[config.mk]
export PLATFORM = sky130hd
export DESIGN_NAME = seg_pipe_skid_flat
export DESIGN_NICKNAME = d
export VERILOG_FILES = /design/src/rtl/seg_pipe_skid_pkg.sv /design/src/rtl/seg_pipe_skid_if.sv /design/src/rtl/seg_pipe_skid_entry_reg.sv /design/src/rtl/seg_pipe_skid.sv /design/src/flat_wrapper.sv
export SDC_FILE = /design/constraint.sdc
export NUM_CORES = 1
export LEC_CHECK = 0
export CAP_MARGIN = 15
export CORE_ASPECT_RATIO = 1.2
export CORE_MARGIN = 2
export CORE_UTILIZATION = 51
export DETAILED_ROUTE_END_ITERATION = 8
export MAX_ROUTING_LAYER = met4
export PLACE_DENSITY = 0.91
export REMOVE_ABC_BUFFERS = 1
export SYNTH_ARGS = -nofsm -noshare
export SYNTH_HDL_FRONTEND = slang
export SYNTH_SLANG_ARGS = --single-unit
[constraint.sdc]
create_clock -name clk -period 1.7 [get_ports clk]
set_input_delay 0.34 -clock clk [delete_from_list [all_inputs] [get_ports clk]]
set_output_delay 0.34 -clock clk [all_outputs]
set_load 0.02 [all_outputs]
[src/rtl/seg_pipe_skid_pkg.sv]
// Shared types and constants for the seg_pipe_skid elastic pipeline segment.
// Optional feature macro: SEG_FWD_EN (forwarding-hit flags on the top level).
package seg_pkg;

    // Number of control bits carried with every beat.
    localparam int CTRL_W     = 4;

    // Default datapath widths (EX/MEM usage in the RSA pipeline CPU).
    localparam int DEF_DATA_W = 32;
    localparam int DEF_ADDR_W = 4;

    // Control bits from the execute stage, MSB first.
    typedef struct packed {
        logic pcsrc;
        logic regwrite;
        logic memtoreg;
        logic memwrite;
    } ctrl_t;

    // Total payload width of one held entry: control, ALU result, store data, WA3.
    function automatic int payload_w(input int data_w, input int addr_w);
        return CTRL_W + 2 * data_w + addr_w;
    endfunction

endpackage

[src/rtl/seg_pipe_skid_if.sv]
// Handshake and payload bundle for seg_pipe_skid: upstream (in_*) and downstream (out_*).
// slave modport is the segment itself; master modport is the surrounding environment.
interface seg_pipe_skid_if
    import seg_pkg::*;
#(
    parameter int DATA_W = DEF_DATA_W,
    parameter int ADDR_W = DEF_ADDR_W
);
    // Upstream side
    logic              in_valid;
    logic              in_ready;
    logic              pcsrc_i;
    logic              regwrite_i;
    logic              memtoreg_i;
    logic              memwrite_i;
    logic [DATA_W-1:0] alu_result_i;
    logic [DATA_W-1:0] write_data_i;
    logic [ADDR_W-1:0] wa3_i;

    // Downstream side
    logic              out_valid;
    logic              out_ready;
    logic              pcsrc_o;
    logic              regwrite_o;
    logic              memtoreg_o;
    logic              memwrite_o;
    logic [DATA_W-1:0] alu_out_o;
    logic [DATA_W-1:0] write_data_o;
    logic [ADDR_W-1:0] wa3_o;

    modport slave (
        input  in_valid, pcsrc_i, regwrite_i, memtoreg_i, memwrite_i,
               alu_result_i, write_data_i, wa3_i, out_ready,
        output in_ready, out_valid, pcsrc_o, regwrite_o, memtoreg_o, memwrite_o,
               alu_out_o, write_data_o, wa3_o
    );

    modport master (
        output in_valid, pcsrc_i, regwrite_i, memtoreg_i, memwrite_i,
               alu_result_i, write_data_i, wa3_i, out_ready,
        input  in_ready, out_valid, pcsrc_o, regwrite_o, memtoreg_o, memwrite_o,
               alu_out_o, write_data_o, wa3_o
    );

endinterface

[src/rtl/seg_pipe_skid_entry_reg.sv]
// seg_entry_reg: one valid bit plus a payload register with load and clear.
// Clear drops the valid bit but keeps the payload, so outputs hold their last value.
module seg_entry_reg #(
    parameter int W = 1
) (
    input  logic         clk,
    input  logic         rst,
    input  logic         i_load,
    input  logic         i_clear,
    input  logic [W-1:0] i_data,
    output logic         o_valid,
    output logic [W-1:0] o_data
);

    logic         r_valid;
    logic [W-1:0] r_data;

    // Valid/payload update: reset beats clear, clear beats load.
    always_ff @(posedge clk) begin
        // NOTE: non-blocking assignments for every register so all state in the
        // segment updates from the same pre-edge values.
        if (rst) begin
            r_valid <= 1'b0;
            // NOTE: the payload is reset too, because data outputs must read zero
            // after reset; this is a small register, not a memory array.
            r_data  <= '0;
        end else if (i_clear) begin
            r_valid <= 1'b0;
        end else if (i_load) begin
            r_valid <= 1'b1;
            r_data  <= i_data;
        end
    end

    assign o_valid = r_valid;
    assign o_data  = r_data;

endmodule

[src/rtl/seg_pipe_skid.sv]
// seg_pipe_skid: elastic EX/MEM (or MEM/WB) stage register with a two-entry skid buffer.
// Main entry drives the outputs; skid absorbs the one beat accepted while main stalls.
// Optional feature macro: SEG_FWD_EN adds ra1_i/ra2_i and fwd_a_o/fwd_b_o hit flags.
module seg_pipe_skid
    import seg_pkg::*;
#(
    parameter int DATA_W = DEF_DATA_W,
    parameter int ADDR_W = DEF_ADDR_W
) (
    input  logic              clk,
    input  logic              rst,
    input  logic              flush,
`ifdef SEG_FWD_EN
    input  logic [ADDR_W-1:0] ra1_i,
    input  logic [ADDR_W-1:0] ra2_i,
    output logic              fwd_a_o,
    output logic              fwd_b_o,
`endif
    seg_pipe_skid_if.slave    bus
);

    localparam int ENTRY_W = payload_w(DATA_W, ADDR_W);

    typedef struct packed {
        ctrl_t             ctrl;
        logic [DATA_W-1:0] alu;
        logic [DATA_W-1:0] wdata;
        logic [ADDR_W-1:0] wa3;
    } payload_t;

    payload_t w_in_payload;
    payload_t w_main_d;
    payload_t w_main_q;
    payload_t w_skid_q;

    logic w_main_valid;
    logic w_skid_valid;
    logic w_accept;
    logic w_drain;
    logic w_main_open;
    logic w_main_load;
    logic w_main_clear;
    logic w_main_sel_skid;
    logic w_skid_load;
    logic w_skid_clear;

    assign w_in_payload = '{
        ctrl:  '{pcsrc:    bus.pcsrc_i,
                 regwrite: bus.regwrite_i,
                 memtoreg: bus.memtoreg_i,
                 memwrite: bus.memwrite_i},
        alu:   bus.alu_result_i,
        wdata: bus.write_data_i,
        wa3:   bus.wa3_i
    };

    // Ready depends only on the registered skid valid bit, never on out_ready.
    assign bus.in_ready = !w_skid_valid;
    assign w_accept     = bus.in_valid && !w_skid_valid;
    assign w_drain      = w_main_valid && bus.out_ready;
    assign w_main_open  = !w_main_valid || w_drain;

    // Entry steering: flush wins, then refill main (skid first), else park input in skid.
    always_comb begin
        // NOTE: every output of this block gets a default first, so no path can
        // leave a signal unassigned and infer a latch.
        w_main_load     = 1'b0;
        w_main_clear    = 1'b0;
        w_main_sel_skid = 1'b0;
        w_skid_load     = 1'b0;
        w_skid_clear    = 1'b0;
        if (flush) begin
            w_main_clear = 1'b1;
            w_skid_clear = 1'b1;
        end else if (w_main_open) begin
            if (w_skid_valid) begin
                // Skid moves to main; input cannot be accepted since in_ready is low.
                w_main_load     = 1'b1;
                w_main_sel_skid = 1'b1;
                w_skid_clear    = 1'b1;
            end else if (w_accept) begin
                w_main_load = 1'b1;
            end else begin
                w_main_clear = 1'b1;
            end
        end else if (w_accept) begin
            // Main stalled and skid empty (implied by w_accept): absorb the beat.
            w_skid_load = 1'b1;
        end
    end

    assign w_main_d = w_main_sel_skid ? w_skid_q : w_in_payload;

    seg_entry_reg #(.W(ENTRY_W)) u_main (
        .clk     (clk),
        .rst     (rst),
        .i_load  (w_main_load),
        .i_clear (w_main_clear),
        .i_data  (w_main_d),
        .o_valid (w_main_valid),
        .o_data  (w_main_q)
    );

    seg_entry_reg #(.W(ENTRY_W)) u_skid (
        .clk     (clk),
        .rst     (rst),
        .i_load  (w_skid_load),
        .i_clear (w_skid_clear),
        .i_data  (w_in_payload),
        .o_valid (w_skid_valid),
        .o_data  (w_skid_q)
    );

    // Control bits are gated by out_valid so a bubble never writes memory or registers.
    assign bus.out_valid    = w_main_valid;
    assign bus.pcsrc_o      = w_main_valid && w_main_q.ctrl.pcsrc;
    assign bus.regwrite_o   = w_main_valid && w_main_q.ctrl.regwrite;
    assign bus.memtoreg_o   = w_main_valid && w_main_q.ctrl.memtoreg;
    assign bus.memwrite_o   = w_main_valid && w_main_q.ctrl.memwrite;
    assign bus.alu_out_o    = w_main_q.alu;
    assign bus.write_data_o = w_main_q.wdata;
    assign bus.wa3_o        = w_main_q.wa3;

`ifdef SEG_FWD_EN
    // Forwarding hits come straight from held main-entry state.
    assign fwd_a_o = w_main_valid && w_main_q.ctrl.regwrite && (w_main_q.wa3 == ra1_i);
    assign fwd_b_o = w_main_valid && w_main_q.ctrl.regwrite && (w_main_q.wa3 == ra2_i);
`endif

endmodule
[src/flat_wrapper.sv]
// flat-port wrapper written by rule: the top's interface ports become plain ports
module seg_pipe_skid_flat import seg_pkg::*;
#(
    parameter int DATA_W = DEF_DATA_W,
    parameter int ADDR_W = DEF_ADDR_W
)
  (clk, rst, flush, bus_in_valid, bus_pcsrc_i, bus_regwrite_i, bus_memtoreg_i, bus_memwrite_i, bus_alu_result_i, bus_write_data_i, bus_wa3_i, bus_out_ready, bus_in_ready, bus_out_valid, bus_pcsrc_o, bus_regwrite_o, bus_memtoreg_o, bus_memwrite_o, bus_alu_out_o, bus_write_data_o, bus_wa3_o);
  seg_pipe_skid_if #(.DATA_W(DATA_W), .ADDR_W(ADDR_W)) bus_i ();
  input  logic clk;
  input  logic rst;
  input  logic flush;
  input wire logic [$bits(bus_i.in_valid)-1:0] bus_in_valid;
  input wire logic [$bits(bus_i.pcsrc_i)-1:0] bus_pcsrc_i;
  input wire logic [$bits(bus_i.regwrite_i)-1:0] bus_regwrite_i;
  input wire logic [$bits(bus_i.memtoreg_i)-1:0] bus_memtoreg_i;
  input wire logic [$bits(bus_i.memwrite_i)-1:0] bus_memwrite_i;
  input wire logic [$bits(bus_i.alu_result_i)-1:0] bus_alu_result_i;
  input wire logic [$bits(bus_i.write_data_i)-1:0] bus_write_data_i;
  input wire logic [$bits(bus_i.wa3_i)-1:0] bus_wa3_i;
  input wire logic [$bits(bus_i.out_ready)-1:0] bus_out_ready;
  output wire logic [$bits(bus_i.in_ready)-1:0] bus_in_ready;
  output wire logic [$bits(bus_i.out_valid)-1:0] bus_out_valid;
  output wire logic [$bits(bus_i.pcsrc_o)-1:0] bus_pcsrc_o;
  output wire logic [$bits(bus_i.regwrite_o)-1:0] bus_regwrite_o;
  output wire logic [$bits(bus_i.memtoreg_o)-1:0] bus_memtoreg_o;
  output wire logic [$bits(bus_i.memwrite_o)-1:0] bus_memwrite_o;
  output wire logic [$bits(bus_i.alu_out_o)-1:0] bus_alu_out_o;
  output wire logic [$bits(bus_i.write_data_o)-1:0] bus_write_data_o;
  output wire logic [$bits(bus_i.wa3_o)-1:0] bus_wa3_o;
  assign bus_i.in_valid = bus_in_valid;
  assign bus_i.pcsrc_i = bus_pcsrc_i;
  assign bus_i.regwrite_i = bus_regwrite_i;
  assign bus_i.memtoreg_i = bus_memtoreg_i;
  assign bus_i.memwrite_i = bus_memwrite_i;
  assign bus_i.alu_result_i = bus_alu_result_i;
  assign bus_i.write_data_i = bus_write_data_i;
  assign bus_i.wa3_i = bus_wa3_i;
  assign bus_i.out_ready = bus_out_ready;
  assign bus_in_ready = bus_i.in_ready;
  assign bus_out_valid = bus_i.out_valid;
  assign bus_pcsrc_o = bus_i.pcsrc_o;
  assign bus_regwrite_o = bus_i.regwrite_o;
  assign bus_memtoreg_o = bus_i.memtoreg_o;
  assign bus_memwrite_o = bus_i.memwrite_o;
  assign bus_alu_out_o = bus_i.alu_out_o;
  assign bus_write_data_o = bus_i.write_data_o;
  assign bus_wa3_o = bus_i.wa3_o;
  seg_pipe_skid #(.DATA_W(DATA_W), .ADDR_W(ADDR_W)) u_core (.clk(clk), .rst(rst), .flush(flush), .bus(bus_i));
endmodule
; ---- Yosys cells after proc, flatten, opt, wreduce, memory -nomap -nowiden
; Index checks and enable logic that the tools add are counted.
[totals]
input_bits = 77
reg_bits = 146
elab_cells = 34
[classes]
mux = 15
bitwise = 2
n_reduce_logical = 13
[ops]
columns = op, n
row1 = $mux W72, 1
row2 = $mux W1, 14
row3 = $logic_and A1 B1 Y1, 6
row4 = $reduce_and A2 Y1, 2
row5 = $reduce_or A2 Y1, 2
row6 = $logic_not A1 Y1, 2
row7 = $not A1 Y1, 2
row8 = $logic_or A1 B1 Y1, 1

; ---- Logic depth before layout (Yosys ltp)
; Gate-level depths: netlist (run 1).
[depth]
depth_word = 8
ltp_mapped = 6
mapped_depth_nobuf = 3

; ---- Hierarchy
; From an unflattened synthesis (run 1), not the netlist that was laid out.
[unflattened]
cells_unflattened = 757
area_unflattened_um2 = 9168.8
[by_module_without_submodules]
columns = module, instances, cells_each, area_per_inst_um2
row1 = seg_entry_reg, 2, 332, 3927.5
row2 = seg_pipe_skid, 1, 93, 1313.8

; ---- Least setup slack after synthesis (run 1)
; Ideal clock, no wire load.
[synth_timing]
kind = reg2reg
start = register u_core.u_main.r_valid (netlist: u_core.u_main.o_valid)
end = register u_core.u_skid.r_data[0] (netlist: u_core.u_skid.o_data[0])
t_arrival_ns = 1.406
stages_incl_launch_ff = 6
required_ns = 1.628
path_slack_ns = 0.222
synth_period_minus_slack_ns = 1.478
path_cell_list = dfxtp_1 -> nand2b_1 -> nor4b_4 -> buf_12 -> buf_12 -> mux2i_1
[synth_via]
elab_chain_len = 6
word_cells_on_any_way = 9
cone_classes = mux (4) / bitwise (1) / reduce/logical (4)
[synth_lines]
columns = item, line_no
row1 = start: declaration, seg_pipe_skid_entry_reg.sv:15  ; logic r_valid;
row2 = start signal: assignment, seg_pipe_skid_entry_reg.sv:23  ; r_valid <= 1'b0;
row3 = start signal: assignment, seg_pipe_skid_entry_reg.sv:28  ; r_valid <= 1'b0;
row4 = start signal: assignment, seg_pipe_skid_entry_reg.sv:30  ; r_valid <= 1'b1;
row5 = $logic_not A1 Y1 or $logic_and A1 B1 Y1 (tied branches), "seg_pipe_skid.sv:61, seg_pipe_skid.sv:60"
row6 = $logic_or A1 B1 Y1 *, seg_pipe_skid.sv:61  ; assign w_main_open = !w_main_valid || w_drain;
row7 = $mux W1, seg_pipe_skid.sv:75  ; end else if (w_main_open) begin
row8 = $mux W1, seg_pipe_skid.sv:72  ; if (flush) begin
row9 = $not A1 Y1 (no line), --
row10 = $reduce_and A2 Y1 (no line) *, --
row11 = end signal: assignment, seg_pipe_skid_entry_reg.sv:31  ; r_data <= i_data;
row12 = end: declaration, seg_pipe_skid_entry_reg.sv:16  ; logic [W-1:0] r_data;
; Mark *: on every way between the ends. The rest lies on a longest branch, timed or not.
; A chain may end at the register's enable or synchronous reset.

; ---- Worst setup path in the final report (run 1)
[layout_timing]
start = register u_core.u_skid.r_valid (netlist: u_core.u_skid.o_valid)
end = output port bus_in_ready
[layout_via]
elab_chain_len = 1
[layout_lines]
columns = item, line_no
row1 = start: declaration, seg_pipe_skid_entry_reg.sv:15
row2 = start signal: assignment, seg_pipe_skid_entry_reg.sv:23
row3 = start signal: assignment, seg_pipe_skid_entry_reg.sv:28
row4 = start signal: assignment, seg_pipe_skid_entry_reg.sv:30
row5 = $logic_not A1 Y1, seg_pipe_skid.sv:58  ; assign bus.in_ready = !w_skid_valid;
row6 = end: declaration, flat_wrapper.sv:21  ; output wire logic [$bits(bus_i.in_ready)-1:0] bus_in_ready;
; Every way passes these cells.

==> metrics, run 1 <==
status finished clean; Total GRT Usage 22.6%; Setup Fix Bufs, Post-CTS 0; crit-path max FO 9; Inst Count DP 1010; Core Footprint 13700 sq um; DRC Markers 0; most frequent cells in the layout nand2_1, dfxtp_1, clkdlybuf4s50_1; worst-skew pair later-pin latency 420 ps; drt wl/cell 15.5 um; Tightest Pin Transition 445 ps; clk slew on worst S/H paths 50 ps; Startpoint Class register; Setup Total Neg Slack 0 ps; fin area 8750 sq um; GP Congestion 0.787; Via Count 5636; synth warn 0; type of the worst setup path register to output port; Seq/Total Area, Yosys 41.1%; Root Buffer clkbuf_16; Final Max Tran Viols 0; DPL Wire Length 10400 um; cell depth of the worst flop-to-flop path 4; CP arrival 1270 ps; area of the multi-input gates 2910 sq um; Area Growth Syn to Fin 22.9%; cell family with most CP delay flip-flops; DRT iter0 DRCs 444; period utilisation layout 94.9%; Max transition margin 70.3%; PortBufs 150; Final Setup Violations 0; Vias/cell 5.41; final core utilization 63.8%; reg-to-reg critical path endpoint u_core.u_main.o_data[54]; Reg-to-Reg Start u_core.u_skid.o_valid; initial antenna violation count 0; DIE WIDTH 112 um; clock buffer depth 2; Die Footprint 14900 sq um; worst-path cell chain inv_1 > dlygate4sd2_1; final worst slack 87.5 ps; vias in the first global route 5539; drt first pass iters 5; Post-Layout Cell Count 1042; area of placed instances 8180 sq um; Crit path required time 1360 ps; R2R setup slack 210 ps; final wirelength 16200 um; min-delay worst type primary input to register; CTS Buf Count 17; Setup crit end bus_in_ready; largest net degree at the start of global routing 72; DP Worst Slack -256 ps; Max-Cap Viols 0; clk_skew 10.1 ps; Row Count 47; global-route wire length before repair 26400 um; Die Span Y 133 um; #FFs+latches synth 146; clock sink count 146; max incr delay on CP 440 ps; nets 935; number of top-level pins 151; ratio of cells with drive above 1 in the final layout 7.35%; H-Tree Depth 4; syn_area_per_cell 8.87 sq um; register area 2930 sq um; Leak 0.00373 uW; fillcell total 1114; antenna-violating nets left 0; diodes inserted 0; Mapped Area 7120 sq um; fmax 0.620 GHz; Post-CTS Hold Buffers 0; Final Hold Viols 0; VDD IR max 0.000763 V; Crit path depth 2; RSZ-0062 raised after global routing no; slowest CP cell dfxtp_4; Worst Setup End Kind output port; cells after synthesis 803; critical path buffer and inverter count 2; total power per unit cell area 1020 nW/um^2; GRT overflow 0; CP startpoint u_core.u_skid.o_valid; CTS tree done; Tmin final 1610 ps; Initial Util 52.0%; post-synth cell types 24
-- final cells by class --
class / count / area share, %
sequential: 146 / 33.5
multi-input combinational: 445 / 33.3
tap: 171 / 2.45
clock buffer: 22 / 5.31
timing repair buffer: 175 / 20.6
clock inverter: 10 / 1.79
inverter: 73 / 3.16
-- sequential cells by signal (all words and copies together) (netlist names) --
name / flops
u_core.u_main.o_valid: 1
u_core.u_main.o_data: 72
u_core.u_skid.o_data: 72
u_core.u_skid.o_valid: 1
-- logic make-up (layout without fill, tap and decap cells) --
| group | Yosys count | in the layout | share of synthesized area, % |
|---|---|---|---|
| flip-flops | 146 | 146 | 41.1 |
| AO/OA/AOI/OAI | 146 | 146 | 18.0 |
| AND/OR/NAND/NOR | 227 | 227 | 12.8 |
| multiplexers | 72 | 72 | 10.1 |
| buffers and inverters | 212 | 280 | 18.1 |
-- worst min-delay path by stage --
stage                             start                        to  slack (ps)  cells past startpoint
4_1_cts                    bus_in_valid     u_core.u_skid.o_valid         350                      3
6_report                   bus_in_valid     u_core.u_skid.o_valid         370                      3
2_1_floorplan                       rst     u_core.u_main.o_valid         410                      1
5_1_grt                    bus_in_valid     u_core.u_skid.o_valid         380                      3
3_3_place_gp   u_core.u_skid.o_data[36]  u_core.u_skid.o_data[36]         440                      2
3_5_place_dp   u_core.u_skid.o_data[69]  u_core.u_skid.o_data[69]         450                      2
-- power by group --
| part | internal [uW] | switching (uW) |
|---|---|---|
| logic | 612 | 661 |
| clock network | 2530 | 1380 |
| registers | 3610 | 96.8 |
| total | 6750 | 2140 |
-- worst min-delay path: cells and delay by family --
kind / cells / cell delay [ps]
buffers and inverters: 1 / 150
AND/OR/NAND/NOR: 2 / 240
-- stage by stage --
stage	hold WS, ps	total power, uW
after floorplan	413	4410
after global placement	441	5140
after detailed placement	446	5170
after CTS	350	8980
after global routing	379	9250
final	371	8890
-- repair_timing --
item                       4_1_cts  5_1_grt
gates resized for setup         64       11
hold endpoints to repair         0        0
setup endpoints to repair       64       14
pin swaps                        0        0
-- Yosys cell counts --
cell type / n / area, sq um
nand2b_1: 1 / 6.26
nand2_1: 144 / 541
or2b_1: 1 / 7.51
nor4_1: 1 / 6.26
buf_2: 17 / 85.1
and2_1: 4 / 25.0
a2bb2oi_1: 1 / 8.76
clkbuf_1: 30 / 113
mux2i_1: 72 / 721
o22a_1: 71 / 622
buf_12: 8 / 160
buf_4: 77 / 578
buf_6: 7 / 78.8
dfxtp_1: 146 / 2920
o221a_2: 1 / 11.3
nor4b_4: 1 / 23.8
a211oi_1: 1 / 7.51
nor2b_1: 1 / 6.26
a221oi_1: 71 / 622
inv_1: 73 / 274
nor2_1: 72 / 270
nor3_4: 1 / 16.3
nor2_2: 1 / 6.26
o21a_1: 1 / 7.51
-- per-layer routing --
metal  vias up  wire length (um)  global-route usage (%)
li1       2778                 -                       -
met1      2653              6520                    24.9
met2       174              8460                    39.1
met3        31               742                    4.82
met4         0               455                    10.4
met5         -                 0                       -
Note: power is estimated with default switching activity, not from simulation.
==> inputs of run 2 (changes only) <==
MAX_ROUTING_LAYER = unset   (was met4)
==> run 2 against run 1 <==
Combinational power about the same; largest power group unchanged; power up 0.13%; global-route usage down 0.66 points; core utilization unchanged; worst hold slack worse by 5.3 ps; via count down 0.11%.
==> metrics, run 2 (synthesis gave the netlist of run 1 again) <==
GRT overflow 0 (unchanged); reg-to-reg critical path endpoint u_core.u_main.o_data[54]; crit-path max FO 9 (unchanged); VDD IR max 0.000762 V (-0.14%); Initial Util 52.0% (unchanged); worst-path cell chain inv_1 > dlygate4sd2_1; Total GRT Usage 21.9% (-0.66 points); DRC Markers 0 (unchanged); cell depth of the worst flop-to-flop path 4 (unchanged); nets 935 (unchanged); final wirelength 16200 um (-0.14%); Worst Setup End Kind output port; clock buffer depth 2 (unchanged); Max-Cap Viols 0 (unchanged); DRT iter0 DRCs 375 (-16%); diodes inserted 0 (unchanged); area of the multi-input gates 2910 sq um (unchanged); Row Count 47 (unchanged); Leak 0.00373 uW (unchanged); fmax 0.618 GHz (-0.29%); Root Buffer clkbuf_16; largest net degree at the start of global routing 72 (unchanged); CP arrival 1280 ps (about the same); initial antenna violation count 0 (unchanged); Crit path required time 1360 ps (about the same); Post-CTS Hold Buffers 0 (unchanged); most frequent cells in the layout nand2_1, dfxtp_1, clkdlybuf4s50_1; Hold Path Depth 3 (unchanged); Final Setup Violations 0 (unchanged); status finished clean; slowest CP cell dfxtp_4; M1 GR Usage 24.7% (-0.14 points); CTS Buf Count 17 (unchanged); clk_skew 9.34 ps (-0.727 ps); number of top-level pins 151 (unchanged); drt wl/cell 15.5 um (-0.14%); Via Count 5630 (-0.11%); Die Span Y 133 um (unchanged); H-Tree Depth 4 (unchanged); Die Footprint 14900 sq um (unchanged); Tightest Pin Transition 437 ps (-7.94 ps); min-delay worst type primary input to register; CTS tree done; Post-Layout Cell Count 1042 (unchanged); GP Congestion 0.777 (-1.3%); Hold Path End u_core.u_skid.o_valid; DPL Wire Length 10400 um (unchanged); max incr delay on CP 440 ps (about the same); GRT Max-Usage Layer met2; Core Footprint 13700 sq um (unchanged); ratio of cells with drive above 1 in the final layout 7.35% (unchanged); fillcell total 1114 (unchanged); antenna-violating nets left 0 (unchanged); period utilisation layout 95.1% (+0.28 points); Final Max Tran Viols 0 (unchanged); DIE WIDTH 112 um (unchanged); Vias/cell 5.40 (-0.11%); hold path startpoint bus_in_valid; met2 usage 39.1% (unchanged); R2R setup slack 220 ps (about the same); fin area 8750 sq um (unchanged); total power per unit cell area 1020 nW/um^2 (+0.13%); global-route wire length before repair 26400 um (about the same); Inst Count DP 1010 (unchanged); Area Growth Syn to Fin 22.9% (unchanged); worst-skew pair later-pin latency 420 ps (about the same); clk slew on worst S/H paths 50 ps (about the same); area of placed instances 8180 sq um (unchanged); RSZ-0062 raised after global routing no; Tmin final 1620 ps (+4.71 ps); vias in the first global route 5523 (-0.29%); type of the worst setup path register to output port; Final Hold Viols 0 (unchanged); drt first pass iters 5 (unchanged); clock sink count 146 (unchanged); Max transition margin 70.8% (+0.53 points); register area 2930 sq um (unchanged); GR Layer Usage met3 4.60% (-0.23 points); Startpoint Class register; Reg-to-Reg Start u_core.u_skid.o_valid; PortBufs 150 (unchanged)
## run 2: cell counts in the layout (fill, tap and decap cells not counted)
Identical to the previous run, type by type.
## run 2: report_power, final
part           total, uW  leakage [uW]  internal [uW]  switching [uW]
sequential          3710       0.00120           3610            96.8
combinational       1270       0.00223            612             660
clock               3920      0.000304           2530            1400
total               8900       0.00373           6750            2150
## run 2: final cells by class
class,instances,area share (%)
clock buffer,22,5.31
clock inverter,10,1.79
inverter,73,3.16
multi-input combinational,445,33.3
sequential,146,33.5
tap,171,2.45
timing repair buffer,175,20.6
## run 2: metrics by stage
step	total power [uW]	hold WS (ps)	setup TNS [ps]	utilization, %	worst slack [ps]
6_report	8900	366	0	63.8	82.7
5_1_grt	9250	381	0	63.8	35.7
4_1_cts	8980	350	0	63.6	0.134
3_5_place_dp	5170	446	-21550	59.7	-256
3_3_place_gp	5140	441	-18640	59.7	-193
2_1_floorplan	4410	413	-492590	-	-3900
## run 2: critical path: cells and delay by family, from the launching register on
family | cells | cell delay, ps
buffers and inverters | 2 | 430
DFF | 1 | 440
## run 2: worst max-delay path by stage
stage,from,to,slack [ps]
final,u_core.u_skid.o_valid,bus_in_ready,80
after CTS,u_core.u_main.o_data[55],bus_alu_out_o[19],0.1
after detailed placement,bus_out_ready,u_core.u_skid.o_data[0],-260
after global placement,bus_out_ready,u_core.u_skid.o_data[49],-190
after floorplan,u_core.u_skid.o_valid,u_core.u_skid.o_data[0],-3900
after global routing,u_core.u_main.o_valid,bus_memtoreg_o,40
## run 2: layer usage
metal,wire length (um),share of wire [%]
met3,656,4.1
met4,518,3.2
met5,0,0
met1,6550,41
met2,8420,52
## run 2: timing repair
action | 4_1_cts | 5_1_grt
hold endpoints to repair | 0 | 0
buffers inserted | 0 | 0
endpoints found under the setup margin | 64 | 14
cloned | 0 | 0
gates resized for setup | 64 | 11
==> inputs of run 3 (changes only) <==
ABC_AREA = 1   (was unset)
CORE_UTILIZATION = 53   (was 51)
PLACE_DENSITY = 0.92   (was 0.91)
==> run 3 against run 2 <==
Die area rose by 4.9%; worst setup slack got worse by 56 ps; core utilization rose by 2.9 points; clock skew rose by 4.6 ps; global-route usage rose by 4.0 points; cell count rose by 30%; wire length rose by 25%; critical path type unchanged; critical endpoint is now bus_alu_out_o[24].
==> metrics, run 3 <==
largest family of logic cells by synthesized area simple AND/OR/NAND/NOR gates; Net Sw Frac 25.2% (+1.0 points); P_sw 2210 uW (+2.7%); sequential power share 41.5% (-0.2 points); initial antenna violation count 0 (unchanged); R2R setup slack 250 ps (+30 ps); top post-synthesis cells by area dfxtp_1, nand2_1, inv_1; DPL Wire Length 12600 um (+21%); share of synthesized registers carrying an async set or reset 0% (unchanged); CTS Buf Count 17 (unchanged); Reg-to-Reg Start u_core.u_skid.o_valid; diodes inserted 0 (unchanged); max incr delay on CP 600 ps (+160 ps); Total GRT Usage 26.0% (+4.0 points); Mapped Area 7770 sq um (+9.2%); Setup Fix Bufs, Post-CTS 0 (unchanged); #FFs+latches synth 146 (unchanged); Die Span Y 137 um (+2.4%); DRC Markers 0 (unchanged); Via Count 7299 (+30%); count leader, synth nand2_1; syn_area_per_cell 6.98 sq um (-21%); Max transition margin 71.2% (+0.33 points); number of top-level pins 151 (unchanged); Row Count 48 (+2.1%); synth cell count leaders nand2_1, inv_1, dfxtp_1; Synth Area in XOR/XNOR 0% (unchanged); Final Max Tran Viols 0 (unchanged); Leak 0.00468 uW (+25%); post-synth cell types 20 (-17%); final core utilization 66.7% (+2.9 points); final wirelength 20200 um (+25%); Synth Area in Simple Gates 38.1% (+25 points); clock sink count 146 (unchanged); Area Growth Syn to Fin 23.2%; area fraction of the dominant cell type after synthesis 37.6% (-3.5 points); GP Congestion 0.812 (+4.5%); CP arrival 1330 ps (+50 ps); Synth Flop Type dfxtp_1; Final Setup Violations 0 (unchanged); H-Tree Depth 4 (unchanged); total power 8770 uW (-1.4%); ratio of cells with drive above 1 in the final layout 12.5% (+5.1 points); Initial Util 54.2% (+2.2 points); Max-Cap Viols 0 (unchanged); Startpoint Class register; clk_skew 13.9 ps (+4.57 ps); antenna-violating nets left 0 (unchanged); Yosys top cell by area dfxtp_1; DIE WIDTH 115 um (+2.4%); Worst Setup End Kind output port; area of the multi-input gates 3360 sq um (+16%); Vias/cell 5.39 (-0.16%); period utilisation layout 98.4% (+3.3 points); final worst slack 26.5 ps (-56.3 ps); fillcell total 1162 (+4.3%); clk slew on worst S/H paths 60 ps (about the same); worst-path cell chain clkdlybuf4s50_1; largest net degree at the start of global routing 75 (+4.2%); total power per unit cell area 916 nW/um^2 (-10%); Hold Path Depth 2 (-1); Core Footprint 14400 sq um (+4.8%); vias in the first global route 6854 (+24%); status finished clean; drt wl/cell 14.9 um (-3.8%); cell depth of the worst flop-to-flop path 7 (+3); Crit path required time 1360 ps (about the same); most frequent cells in the layout nand2_1, inv_1, dfxtp_1; Logic pwr share 14.4% (about the same); critical path buffer and inverter count 1 (-1); Clock power frac 44.1% (about the same); fmax 0.598 GHz (-3.4%); Tightest Pin Transition 432 ps (-4.98 ps); RSZ-0062 raised after global routing no; slowest CP cell clkdlybuf4s50_1; clock buffer depth 2 (unchanged); DRT iter0 DRCs 669 (+78%); global-route wire length before repair 32600 um (+23%); cell family with most CP delay buffers and inverters; GRT overflow 0 (unchanged); Synth Area in Adders 0% (unchanged); Tmin final 1670 ps (+56.3 ps); Hold Path End u_core.u_skid.o_data[12]; min-delay worst type register to register; drt first pass iters 6 (+1); synth warn 0 (unchanged); cells after synthesis 1114 (+39%); Synth Area in Compound Gates 4.84% (-13 points); Seq/Total Area, Yosys 37.6% (-3.5 points); crit-path max FO 2 (-7); hold path startpoint u_core.u_skid.o_data[12]; Final Hold Viols 0 (unchanged); register area 2930 sq um (about the same); type of the worst setup path register to output port; Root Buffer clkbuf_16; number of enable flip-flop cells after synthesis 0 (unchanged); DP Worst Slack -170 ps (+85.6 ps); CTS tree done; worst-skew pair later-pin latency 420 ps (about the same); nets 1242 (+33%); PortBufs 150 (unchanged); commonest non-fill, non-tap cell in the layout nand2_1; Power Internal 6560 uW (-2.7%); VDD IR max 0.000792 V (+3.9%); reg-to-reg critical path endpoint u_core.u_main.o_data[36]; Post-CTS Hold Buffers 0 (unchanged); Die Footprint 15700 sq um (+4.9%); mux cell area share after synthesis 0% (-10 points)
## run 3: changes by cell type in the layout (fill, tap and decap cells not counted), moves of 71 or more
cell | previous run | this run
nand4_1 | 0 | 72
mux2i_1 | 72 | 0
nand2_1 | 144 | 223
a21oi_1 | 0 | 72
o22a_1 | 71 | 0
inv_1 | 72 | 149
a221oi_1 | 71 | 0
nand3_1 | 0 | 72
nand3b_1 | 0 | 72
## run 3: cell type report
| class | count | share of cell area [%] |
|---|---|---|
| Multi-Input combinational cell | 664 | 35.1 |
| Sequential cell | 146 | 30.5 |
| Timing Repair Buffer | 182 | 19.6 |
| Inverter | 154 | 6.03 |
| Clock buffer | 22 | 5.05 |
| Tap cell | 175 | 2.29 |
| Clock inverter | 10 | 1.36 |
## run 3: through the flow
step | cells | hold WS, ps | instance area, sq um | TNS, ps
6_report | 1353 | 466 | 9580 | 0
5_1_grt | 1353 | 492 | 9580 | 0
4_1_cts | 1353 | 461 | 9550 | 0
3_5_place_dp | 1321 | 455 | 9010 | -15580
3_3_place_gp | 1321 | 448 | 9010 | -11140
2_1_floorplan | 964 | 412 | 6840 | -256480
## run 3: what timing repair did
| item | CTS | global route |
|---|---|---|
| resized for setup | 62 | 12 |
| endpoints found under the setup margin | 61 | 12 |
| endpoints found under the hold margin | 0 | 0 |
| cloned | 0 | 0 |
## run 3: cells by family (layout without fill, tap and decap cells)
logic type / Yosys count / in the layout
flip-flops: 146 / 146
AO/OA/AOI/OAI: 74 / 74
buffers and inverters: 304 / 368
AND/OR/NAND/NOR: 590 / 590
## run 3: power groups by stage
stage / Combinational, uW / Clock, uW / Sequential (uW)
after global placement: 1290 / 0 / 3720
after global routing: 1370 / 4070 / 3660
final: 1260 / 3870 / 3640
after floorplan: 496 / 0 / 3860
after detailed placement: 1310 / 0 / 3720
after CTS: 1260 / 3900 / 3640
## run 3: how the worst max path moves through the flow
stage                             start                        to  depth (start not counted)
5_1_grt        u_core.u_main.o_data[60]         bus_alu_out_o[24]                          1
4_1_cts        u_core.u_main.o_data[63]         bus_alu_out_o[27]                          1
3_3_place_gp              bus_out_ready  u_core.u_main.o_data[66]                          9
3_5_place_dp              bus_out_ready  u_core.u_main.o_data[66]                          9
6_report       u_core.u_main.o_data[60]         bus_alu_out_o[24]                          1
2_1_floorplan     u_core.u_skid.o_valid   u_core.u_main.o_data[0]                          7
## run 3: worst reg2reg max path: cells and delay by family (launching register included)
family / cells / cell delay (ps)
buffers and inverters: 3 / 570
flip-flops: 1 / 360
AND/OR/NAND/NOR: 4 / 430
## run 3: per-layer routing
layer | share of wire [%] | vias to the layer above | track usage, %
met4 | 3.7 | 0 | 13.1
met1 | 39 | 3354 | 31.4
met2 | 50 | 332 | 44.0
met3 | 7.0 | 64 | 4.87
li1 | - | 3549 | -
met5 | 0 | - | 0
